--- src/rtl/pair_serializer_if.sv ---
// Handshake bundle for pair_serializer: package input side and pair output side.
// The slave modport is the serializer's view; master is the driving/observing side.
interface pair_serializer_if #(
  parameter int PACKAGE_WIDTH = 1600,
  parameter int NUM           = 100,
  parameter int CW            = $clog2(NUM + 1)
);
  logic [PACKAGE_WIDTH-1:0] pkg_i;
  logic                     pkg_valid_i;
  logic                     pkg_ready_o;
  logic [7:0]               a_o;
  logic [7:0]               b_o;
  logic                     pair_valid_o;
  logic                     pair_ready_i;
  logic [CW-1:0]            pair_cnt_o;
  logic                     done_o;

  modport slave (
    input  pkg_i, pkg_valid_i, pair_ready_i,
    output pkg_ready_o, a_o, b_o, pair_valid_o, pair_cnt_o, done_o
  );

  modport master (
    output pkg_i, pkg_valid_i, pair_ready_i,
    input  pkg_ready_o, a_o, b_o, pair_valid_o, pair_cnt_o, done_o
  );
endinterface

--- src/rtl/pair_serializer.sv ---
// pair_serializer: accepts one wide package and emits it as NUM (A,B) byte
// pairs, least-significant 16 bits first, each pair on a valid/ready handshake.
// All outputs come straight from registers; nothing combinational from inputs.
module pair_serializer #(
  parameter int PACKAGE_WIDTH = 1600,
  parameter int NUM           = 100,
  parameter int CW            = $clog2(NUM + 1)
) (
  input  logic              clk_i,
  input  logic              reset_i,
  pair_serializer_if.slave  bus
);

  // Only the low 16*NUM package bits are ever emitted.
  localparam int SW = 16 * NUM;

  typedef enum logic [1:0] {
    S_IDLE,
    S_SEND,
    S_DONE
  } state_t;

  state_t        r_state;
  logic [SW-1:0] r_shreg;
  logic [CW-1:0] r_cnt;
  logic          r_pkg_ready;
  logic          r_pair_valid;
  logic          r_done;
  logic [7:0]    r_a;
  logic [7:0]    r_b;

  logic [SW-1:0] w_shreg_shifted;
  logic [SW-1:0] w_pkg_kept;
  logic          w_last;

  assign w_shreg_shifted = r_shreg >> 16;
  assign w_pkg_kept      = bus.pkg_i[SW-1:0];
  assign w_last          = (r_cnt == CW'(NUM - 1));

  // Bits above 16*NUM are dropped on load; fold them so they are visibly consumed.
  generate
    if (PACKAGE_WIDTH > SW) begin : g_discard
      logic w_unused_hi;
      assign w_unused_hi = ^bus.pkg_i[PACKAGE_WIDTH-1:SW];
    end
  endgenerate

  // Serializer FSM with registered outputs; A/B are preloaded with the next
  // pair so they change exactly on the accepting edge and hold during stalls.
  always_ff @(posedge clk_i) begin
    if (reset_i) begin
      r_state      <= S_IDLE;
      r_shreg      <= '0;
      r_cnt        <= '0;
      r_pkg_ready  <= 1'b1;
      r_pair_valid <= 1'b0;
      r_done       <= 1'b0;
      r_a          <= 8'h00;
      r_b          <= 8'h00;
    end else begin
      case (r_state)
        S_IDLE: begin
          r_done <= 1'b0;
          if (bus.pkg_valid_i) begin
            r_state      <= S_SEND;
            r_shreg      <= w_pkg_kept;
            r_cnt        <= '0;
            r_pkg_ready  <= 1'b0;
            r_pair_valid <= 1'b1;
            r_a          <= w_pkg_kept[7:0];
            r_b          <= w_pkg_kept[15:8];
          end
        end

        S_SEND: begin
          if (bus.pair_ready_i) begin
            r_shreg <= w_shreg_shifted;
            r_cnt   <= r_cnt + CW'(1);
            if (w_last) begin
              r_state      <= S_DONE;
              r_pair_valid <= 1'b0;
              r_done       <= 1'b1;
              r_a          <= 8'h00;
              r_b          <= 8'h00;
            end else begin
              r_a <= w_shreg_shifted[7:0];
              r_b <= w_shreg_shifted[15:8];
            end
          end
        end

        S_DONE: begin
          r_state     <= S_IDLE;
          r_done      <= 1'b0;
          r_cnt       <= '0;
          r_pkg_ready <= 1'b1;
        end

        default: begin
          r_state      <= S_IDLE;
          r_shreg      <= '0;
          r_cnt        <= '0;
          r_pkg_ready  <= 1'b1;
          r_pair_valid <= 1'b0;
          r_done       <= 1'b0;
          r_a          <= 8'h00;
          r_b          <= 8'h00;
        end
      endcase
    end
  end

  assign bus.pkg_ready_o  = r_pkg_ready;
  assign bus.pair_valid_o = r_pair_valid;
  assign bus.a_o          = r_a;
  assign bus.b_o          = r_b;
  assign bus.pair_cnt_o   = r_cnt;
  assign bus.done_o       = r_done;

endmodule
--- src/flat_wrapper.sv ---
// flat-port wrapper written by rule: the top's interface ports become plain ports
module pair_serializer_flat 
#(
  parameter int PACKAGE_WIDTH = 1600,
  parameter int NUM           = 100,
  parameter int CW            = $clog2(NUM + 1)
)
  (clk_i, reset_i, bus_pkg_i, bus_pkg_valid_i, bus_pair_ready_i, bus_pkg_ready_o, bus_a_o, bus_b_o, bus_pair_valid_o, bus_pair_cnt_o, bus_done_o);
  pair_serializer_if #(.PACKAGE_WIDTH(PACKAGE_WIDTH), .NUM(NUM), .CW(CW)) bus_i ();
  input  logic clk_i;
  input  logic reset_i;
  input wire logic [$bits(bus_i.pkg_i)-1:0] bus_pkg_i;
  input wire logic [$bits(bus_i.pkg_valid_i)-1:0] bus_pkg_valid_i;
  input wire logic [$bits(bus_i.pair_ready_i)-1:0] bus_pair_ready_i;
  output wire logic [$bits(bus_i.pkg_ready_o)-1:0] bus_pkg_ready_o;
  output wire logic [$bits(bus_i.a_o)-1:0] bus_a_o;
  output wire logic [$bits(bus_i.b_o)-1:0] bus_b_o;
  output wire logic [$bits(bus_i.pair_valid_o)-1:0] bus_pair_valid_o;
  output wire logic [$bits(bus_i.pair_cnt_o)-1:0] bus_pair_cnt_o;
  output wire logic [$bits(bus_i.done_o)-1:0] bus_done_o;
  assign bus_i.pkg_i = bus_pkg_i;
  assign bus_i.pkg_valid_i = bus_pkg_valid_i;
  assign bus_i.pair_ready_i = bus_pair_ready_i;
  assign bus_pkg_ready_o = bus_i.pkg_ready_o;
  assign bus_a_o = bus_i.a_o;
  assign bus_b_o = bus_i.b_o;
  assign bus_pair_valid_o = bus_i.pair_valid_o;
  assign bus_pair_cnt_o = bus_i.pair_cnt_o;
  assign bus_done_o = bus_i.done_o;
  pair_serializer #(.PACKAGE_WIDTH(PACKAGE_WIDTH), .NUM(NUM), .CW(CW)) u_core (.clk_i(clk_i), .reset_i(reset_i), .bus(bus_i));
endmodule
--- config.mk ---
export PLATFORM = sky130hd
export DESIGN_NAME = pair_serializer_flat
export DESIGN_NICKNAME = d
export VERILOG_FILES = /design/src/rtl/pair_serializer_if.sv /design/src/rtl/pair_serializer.sv /design/src/flat_wrapper.sv
export SDC_FILE = /design/constraint.sdc
export NUM_CORES = 2
export LEC_CHECK = 0
export ABC_AREA = 1
export CORE_AREA = 2 2 626 628
export DETAILED_ROUTE_END_ITERATION = 10
export DIE_AREA = 0 0 628 630
export PLACE_DENSITY = 0.44
export SETUP_SLACK_MARGIN = 0.05
export SLEW_MARGIN = 20
export SYNTH_ARGS = -nofsm -noshare
export SYNTH_HDL_FRONTEND = slang
export SYNTH_SLANG_ARGS = --single-unit
export TNS_END_PERCENT = 100
--- constraint.sdc ---
create_clock -name clk_i -period 1.9 [get_ports clk_i]
set_input_delay 0.475 -clock clk_i [delete_from_list [all_inputs] [get_ports clk_i]]
set_output_delay 0.475 -clock clk_i [all_outputs]
set_load 0.05 [all_outputs]
=== Word level (Yosys, flattened, before mapping) ===
Cells that the tools add are included.

* Output and inout port bits: 26
* ROM bits: 0
* Memories kept: 0
* RAM bits: 0
* Bits in latches: 0
* Flip-flop bits (word level): 1,628
* Word-level logic and storage cells: 49

* Multiplexer cells: 24
* Multipliers: 0
* Bitwise logic cells: 2
* Div/mod/pow operators: 0
* Reductions and logical operators: 8
* $lt $le $gt $ge: 0
* Shift-type cells: 0
* Eq/ne operators: 6
* Add/subtract/negate cells: 1

{| class="wikitable"
|+ Operators with widths
! kind !! number
|-
| $pmux 1600 s3 || 1
|-
| $mux 1600 || 2
|-
| $mux 8 || 6
|-
| $pmux 8 s3 || 2
|-
| $mux 7 || 2
|-
| $pmux 7 s2 || 1
|-
| $add 7x1->7 const B || 1
|-
| $eq 7x7->1 const B || 1
|-
| $mux 2 || 3
|-
| $reduce_and 2->1 || 3
|-
| $reduce_and 3->1 || 2
|-
| $mux 1 || 4
|-
| $ne 2x2->1 const B || 2
|-
| $pmux 2 s2 || 1
|-
| $reduce_and 4->1 || 1
|-
| $pmux 1 s3 || 1
|-
| $eq 2x1->1 const B || 1
|-
| $eq 2x2->1 const B || 1
|-
| $logic_not 2->1 || 1
|-
| $ne 2x1->1 const B || 1
|-
| $not 1->1 || 2
|-
| $pmux 1 s2 || 1
|-
| $reduce_or 2->1 || 1
|}

=== Longest topological paths before layout ===
* Depth in word-level cells: 4
* Gate-level depth with buffers: 11
* Mapped depth without buffers: 8

=== Least setup slack after synthesis ===
Ideal clock, no wire load.

* Path kind: register to register
* Start point: register u_core.r_cnt[0] (netlist: u_core.bus.pair_cnt_o[0])
* End point: register u_core.r_a[3] (netlist: u_core.bus.a_o[3])
* Library setup time: 0.132 ns
* Required time: 1.768 ns
* Arrival time: 1.737 ns
* Buffers on the path: 1
* Period minus slack after synthesis: 1.869 ns
* Stages on the path, launching flop included: 10
* Setup slack: 0.031 ns
* Cells stage by stage: dfxtp_1 ha_1 nand2_1 inv_1 nand3_1 clkbuf_1 nand3_1 nand2_1 nand2_1 a21oi_1

* Cells in the longest elaborated chain, start to end: 4

{| class="wikitable"
|+ RTL lines
! element !! RTL line !! source
|-
| start: declaration || pair_serializer.sv:25 || <nowiki>logic [CW-1:0] r_cnt;</nowiki>
|-
| start signal: assignment || pair_serializer.sv:78 || <nowiki>r_cnt <= r_cnt + CW'(1);</nowiki>
|-
| $eq 7x7->1 || pair_serializer.sv:38 || <nowiki>assign w_last = (r_cnt == CW'(NUM - 1));</nowiki>
|-
| $mux 8 || pair_serializer.sv:79 || <nowiki>if (w_last) begin</nowiki>
|-
| $mux 8 || pair_serializer.sv:76 || <nowiki>if (bus.pair_ready_i) begin</nowiki>
|-
| $pmux 8 s3 || pair_serializer.sv:61 || <nowiki>case (r_state)</nowiki>
|-
| end signal: assignment || pair_serializer.sv:70 || <nowiki>r_a <= w_pkg_kept[7:0];</nowiki>
|-
| end signal: assignment || pair_serializer.sv:86 || <nowiki>r_a <= w_shreg_shifted[7:0];</nowiki>
|-
| end: declaration || pair_serializer.sv:29 || <nowiki>logic [7:0] r_a;</nowiki>
|}

No other way between the ends. The select of a mux whose other input is x is not followed.
A chain may end at the register's enable or synchronous reset.

=== Worst setup path in the final report ===
* Start point: register u_core.r_state[1]
* End point: register u_core.r_shreg[229]

* Cells in the longest elaborated chain, start to end: 3

{| class="wikitable"
|+ RTL lines
! element !! RTL line !! source
|-
| start: declaration || pair_serializer.sv:23 || <nowiki>state_t r_state;</nowiki>
|-
| start signal: assignment || pair_serializer.sv:52 || <nowiki>r_state <= S_IDLE;</nowiki>
|-
| start signal: assignment || pair_serializer.sv:65 || <nowiki>r_state <= S_SEND;</nowiki>
|-
| start signal: assignment || pair_serializer.sv:80 || <nowiki>r_state <= S_DONE;</nowiki>
|-
| $eq 2x1->1 (tied with other cells) || pair_serializer.sv:61 ||
|-
| $ne 2x2->1 (no line) or $not 1->1 (tied branches) || n/a ||
|-
| $reduce_and 3->1 (no line) || n/a ||
|-
| end signal: assignment || pair_serializer.sv:66 || <nowiki>r_shreg <= w_pkg_kept;</nowiki>
|-
| end signal: assignment || pair_serializer.sv:77 || <nowiki>r_shreg <= w_shreg_shifted;</nowiki>
|-
| end: declaration || pair_serializer.sv:24 || <nowiki>logic [SW-1:0] r_shreg;</nowiki>
|}

Parallel ways exist; a longest one is shown, timed or not.

==> impl_metrics.xml <==
<?xml version="1.0" encoding="UTF-8"?>
<metrics>
  <group name="sta">
    <metric name="setup_total_negative_slack" unit="ns">-10.42</metric>
    <metric name="grt_setup_unrepaired" unit="">true</metric>
    <metric name="whs" unit="ns">0.1786</metric>
    <metric name="fin_worst_skew" unit="ns">0.04511</metric>
    <metric name="post-route-min-period" unit="ns">1.993</metric>
    <metric name="finalHoldViolations" unit="">0</metric>
    <metric name="transition_time_of_the_tightest_slew_check_pin" unit="ns">0.5824</metric>
    <metric name="max_slew_margin" unit="%">61.17</metric>
    <metric name="final_worst_setup_slack" unit="ns">-0.09345</metric>
    <metric name="report.final.slew_viol_count" unit="">0</metric>
    <metric name="timing.final.setup_violations" unit="">399</metric>
    <metric name="fmaxAchievable" unit="MHz">501.6</metric>
    <metric name="final.period_utilization" unit="%">104.9</metric>
  </group>
  <group name="critical_path">
    <metric name="start_kind" unit="">flop</metric>
    <metric name="setup.worst_path.class" unit="">reg2reg</metric>
    <metric name="critical_path.slowest_cell" unit="">sky130_fd_sc_hd__dfxtp_4</metric>
    <metric name="critical-path-top-cell-by-count" unit="">sky130_fd_sc_hd__buf_12</metric>
    <metric name="worst_ep_required_time" unit="ns">2.65</metric>
    <metric name="r2r.worst_path.cells" unit="">14</metric>
    <metric name="worstPathArrival" unit="ns">2.74</metric>
    <metric name="timing.critical_path.cells" unit="">buf_6, nor2_4, nand2_2, nand2_4, nor2_4, buf_12, inv_16, buf_12, buf_16, buf_16, buf_12, clkbuf_16, nor2_1, nor2_1</metric>
    <metric name="critPathMaxFanout" unit="">8</metric>
    <metric name="critPathMaxStageDelay" unit="ns">0.37</metric>
    <metric name="crit_family" unit="">buffers and inverters</metric>
    <metric name="critical_path.endpoint_type" unit="">flop</metric>
    <metric name="worstPathBufferInverterCount" unit="">8</metric>
    <metric name="cp_num_cells" unit="">14</metric>
  </group>
  <group name="cts">
    <metric name="tritoncts.num_buffers" unit="">201</metric>
    <metric name="h-tree-depth" unit="">4</metric>
    <metric name="cts_tree" unit="">yes</metric>
    <metric name="cts-hold-fix-buffers" unit="">0</metric>
    <metric name="clk_transition_reported_paths" unit="ns">0.06</metric>
    <metric name="root_buffer_cell" unit="">sky130_fd_sc_hd__clkbuf_16</metric>
    <metric name="number_of_buffers_on_the_longest_clock_path" unit="">4</metric>
    <metric name="cts_num_sinks" unit="">1612</metric>
    <metric name="clock_latency" unit="ns">0.88</metric>
  </group>
  <group name="routing">
    <metric name="vias_per_cell" unit="">4.508</metric>
    <metric name="route.detailed.wl_per_inst" unit="um">24.76</metric>
    <metric name="detail-route-antenna-nets" unit="">0</metric>
    <metric name="remaining_design_rule_violation_count" unit="">0</metric>
    <metric name="drt-total-wl" unit="um">398000</metric>
    <metric name="via_count" unit="">72480</metric>
    <metric name="first_iter_violations" unit="">5526</metric>
    <metric name="drt-pass1-iter-count" unit="">6</metric>
  </group>
  <group name="logic_synthesis">
    <metric name="yosysTopAreaCell" unit="">sky130_fd_sc_hd__dfxtp_1</metric>
    <metric name="netlist_instances" unit="">8989</metric>
    <metric name="synth_top_cell_area_share" unit="%">45.97</metric>
    <metric name="yosys_warnings" unit="">0</metric>
    <metric name="synth_register_bits" unit="">1612</metric>
    <metric name="yosys_most_used_dff" unit="">sky130_fd_sc_hd__dfxtp_1</metric>
    <metric name="synth_nets" unit="">10590</metric>
    <metric name="netlist_area" unit="um^2">70210</metric>
    <metric name="postSynth.asyncResetShare" unit="%">0</metric>
    <metric name="synth_area_per_inst" unit="um^2">7.810</metric>
    <metric name="synth_top_cells_by_area" unit="">sky130_fd_sc_hd__dfxtp_1 46%, sky130_fd_sc_hd__a22o_1 20%, sky130_fd_sc_hd__nor2_1 17%</metric>
    <metric name="synth-seq-area-share" unit="%">45.97</metric>
    <metric name="ys_types" unit="">18</metric>
    <metric name="synth_edf_count" unit="">0</metric>
  </group>
  <group name="power_and_ir_drop">
    <metric name="power.ir.vdd_worst" unit="uV">710.1</metric>
    <metric name="report.power.total" unit="W">0.1163</metric>
    <metric name="power_density" unit="nW/um^2">1081</metric>
    <metric name="total_leakage_power" unit="nW">42.60</metric>
  </group>
  <group name="outcome">
    <metric name="run_status" unit="">finished with violations</metric>
    <metric name="failing_checks" unit="">negative setup slack</metric>
  </group>
  <group name="placement">
    <metric name="dp_hpwl" unit="um">287800</metric>
    <metric name="placed_area" unit="um^2">95710</metric>
    <metric name="gp_congestion" unit="">0.8677</metric>
    <metric name="port_buffers" unit="">1629</metric>
  </group>
  <group name="floorplan">
    <metric name="floorplan.die_area" unit="um^2">395600</metric>
    <metric name="start_util" unit="%">18.08</metric>
    <metric name="io_pins" unit="">1630</metric>
    <metric name="die_w" unit="um">628</metric>
    <metric name="design.core.area" unit="um^2">388200</metric>
    <metric name="dieHeight" unit="um">630</metric>
    <metric name="rows" unit="">229</metric>
  </group>
  <group name="grt">
    <metric name="grt_first_pass_wirelength" unit="um">540700</metric>
    <metric name="grt_pass1_vias" unit="">70690</metric>
    <metric name="global_route.overflow_total" unit="">0</metric>
    <metric name="grtUsageTotal" unit="%">18.65</metric>
    <metric name="antenna_found_initial" unit="">187</metric>
    <metric name="grt_start_max_net_pins" unit="">116</metric>
  </group>
  <group name="finish">
    <metric name="layout_overhead_on_the_synthesized_area" unit="%">53.25</metric>
    <metric name="postLayoutCoreUtil" unit="%">27.71</metric>
    <metric name="most-common-layout-cells" unit="">3053 x sky130_fd_sc_hd__nor2_1, 1602 x sky130_fd_sc_hd__clkdlybuf4s50_1, 1584 x sky130_fd_sc_hd__dfxtp_1</metric>
    <metric name="final_cell_area" unit="um^2">107600</metric>
    <metric name="layout.cells.most_common" unit="">sky130_fd_sc_hd__nor2_1</metric>
    <metric name="design.final.nets" unit="">12210</metric>
    <metric name="drive_gt1_share" unit="%">11.11</metric>
    <metric name="fill_cells" unit="">42200</metric>
  </group>
  <group name="hold_path">
    <metric name="worst_hold_path_type" unit="">in2reg</metric>
    <metric name="hold_depth" unit="">3</metric>
  </group>
  <group name="job">
    <metric name="maxCapViolations" unit="">0</metric>
  </group>
</metrics>
==> kinds of logic after synthesis <==
logic type	share of synthesized area (%)
adders and majority gates	0.01782
AOI/OAI and AO/OA	31.07
and+or+nand+nor	17.65
DFF	45.97
buffers and inverters	5.295
==> cell usage after synthesis (15+ instances only) <==
| library cell | count |
|---|---|
| sky130_fd_sc_hd__nand2_1 | 114 |
| sky130_fd_sc_hd__dfxtp_1 | 1612 |
| sky130_fd_sc_hd__clkbuf_1 | 613 |
| sky130_fd_sc_hd__a21oi_1 | 41 |
| sky130_fd_sc_hd__o21ai_0 | 445 |
| sky130_fd_sc_hd__o21ai_1 | 1128 |
| sky130_fd_sc_hd__buf_1 | 27 |
| sky130_fd_sc_hd__inv_1 | 15 |
| sky130_fd_sc_hd__nor2_1 | 3151 |
| sky130_fd_sc_hd__a22o_1 | 1568 |
| sky130_fd_sc_hd__nand3_1 | 23 |
| sky130_fd_sc_hd__buf_2 | 235 |
==> worst register-to-register path: stages (launching register included) <==
cell	delay [ns]
sky130_fd_sc_hd__dfxtp_4	0.37
sky130_fd_sc_hd__buf_6	0.10
sky130_fd_sc_hd__nor2_4	0.03
sky130_fd_sc_hd__nand2_2	0.07
sky130_fd_sc_hd__nand2_4	0.06
sky130_fd_sc_hd__nor2_4	0.12
sky130_fd_sc_hd__buf_12	0.14
sky130_fd_sc_hd__inv_16	0.06
sky130_fd_sc_hd__buf_12	0.13
sky130_fd_sc_hd__buf_16	0.15
sky130_fd_sc_hd__buf_16	0.19
sky130_fd_sc_hd__buf_12	0.15
sky130_fd_sc_hd__clkbuf_16	0.17
sky130_fd_sc_hd__nor2_1	0.12
sky130_fd_sc_hd__nor2_1	0.05
==> layer usage <==
| layer | track usage [%] | wire length, um | up-vias |
|---|---|---|---|
| li1 | - | - | 34720 |
| met5 | 0 | 579 | - |
| met4 | 7.589 | 13760 | 88 |
| met3 | 3.388 | 20560 | 564 |
| met2 | 32.05 | 196400 | 2123 |
| met1 | 22.85 | 166700 | 34980 |
==> where the power goes <==
group	internal (W)	total (W)	switching [W]
sequential	0.0390	0.0426	0.00360
clock	0.0232	0.0399	0.0167
combinational	0.0162	0.0339	0.0177
==> path summary, 6_finish.rpt <==
path	from	end	slack, ns
min	bus_pkg_i[1593]	u_core.r_shreg[1593]$_SDFFE_PP0P_	0.18
max	u_core.r_state[1]$_SDFFE_PP0P_	u_core.r_shreg[229]$_SDFFE_PP0P_	-0.09
max reg2reg	u_core.r_state[1]$_SDFFE_PP0P_	u_core.r_shreg[229]$_SDFFE_PP0P_	-0.09
min reg2reg	u_core.r_shreg[1590]$_SDFFE_PP0P_	u_core.r_shreg[1590]$_SDFFE_PP0P_	0.46
==> stage by stage <==
stage | cells | worst slack (ns)
after floorplan | 8989 | 0.2359
after global placement | 15440 | -0.8444
after detailed placement | 15440 | -0.8467
after CTS | 15900 | -0.1369
after global routing | 16060 | -0.1591
final | 16080 | -0.09345
==> final cells by class <==
cell class / instances / area (um^2) / area share, %
inverters: 17 / 87.58 / 0.08140
multi-input cells: 6475 / 34940 / 32.47
clock inverters: 64 / 803.3 / 0.7466
flip-flops and latches: 1612 / 32330 / 30.05
repair buffers: 2295 / 26760 / 24.87
well taps: 5197 / 6502 / 6.044
diodes: 116 / 290.3 / 0.2698
clock buffers: 302 / 5879 / 5.464
==> state kept, by name (all words and copies together), names as in the netlist <==
register                 cells
u_core.bus.pair_cnt_o        7
u_core.bus.b_o               8
u_core.r_state               2
u_core.bus.pair_valid_o      1
u_core.r_shreg            1584
u_core.bus.pkg_ready_o       1
u_core.bus.done_o            1
u_core.bus.a_o               8
==> repair_timing <==
item,CTS,global route
gates cloned,51,38
setup endpoints to repair,1407,1622
setup buffers,51,21
resized for setup,342,218
pin swaps,25,6
Note: power is estimated with default switching activity, not from simulation.
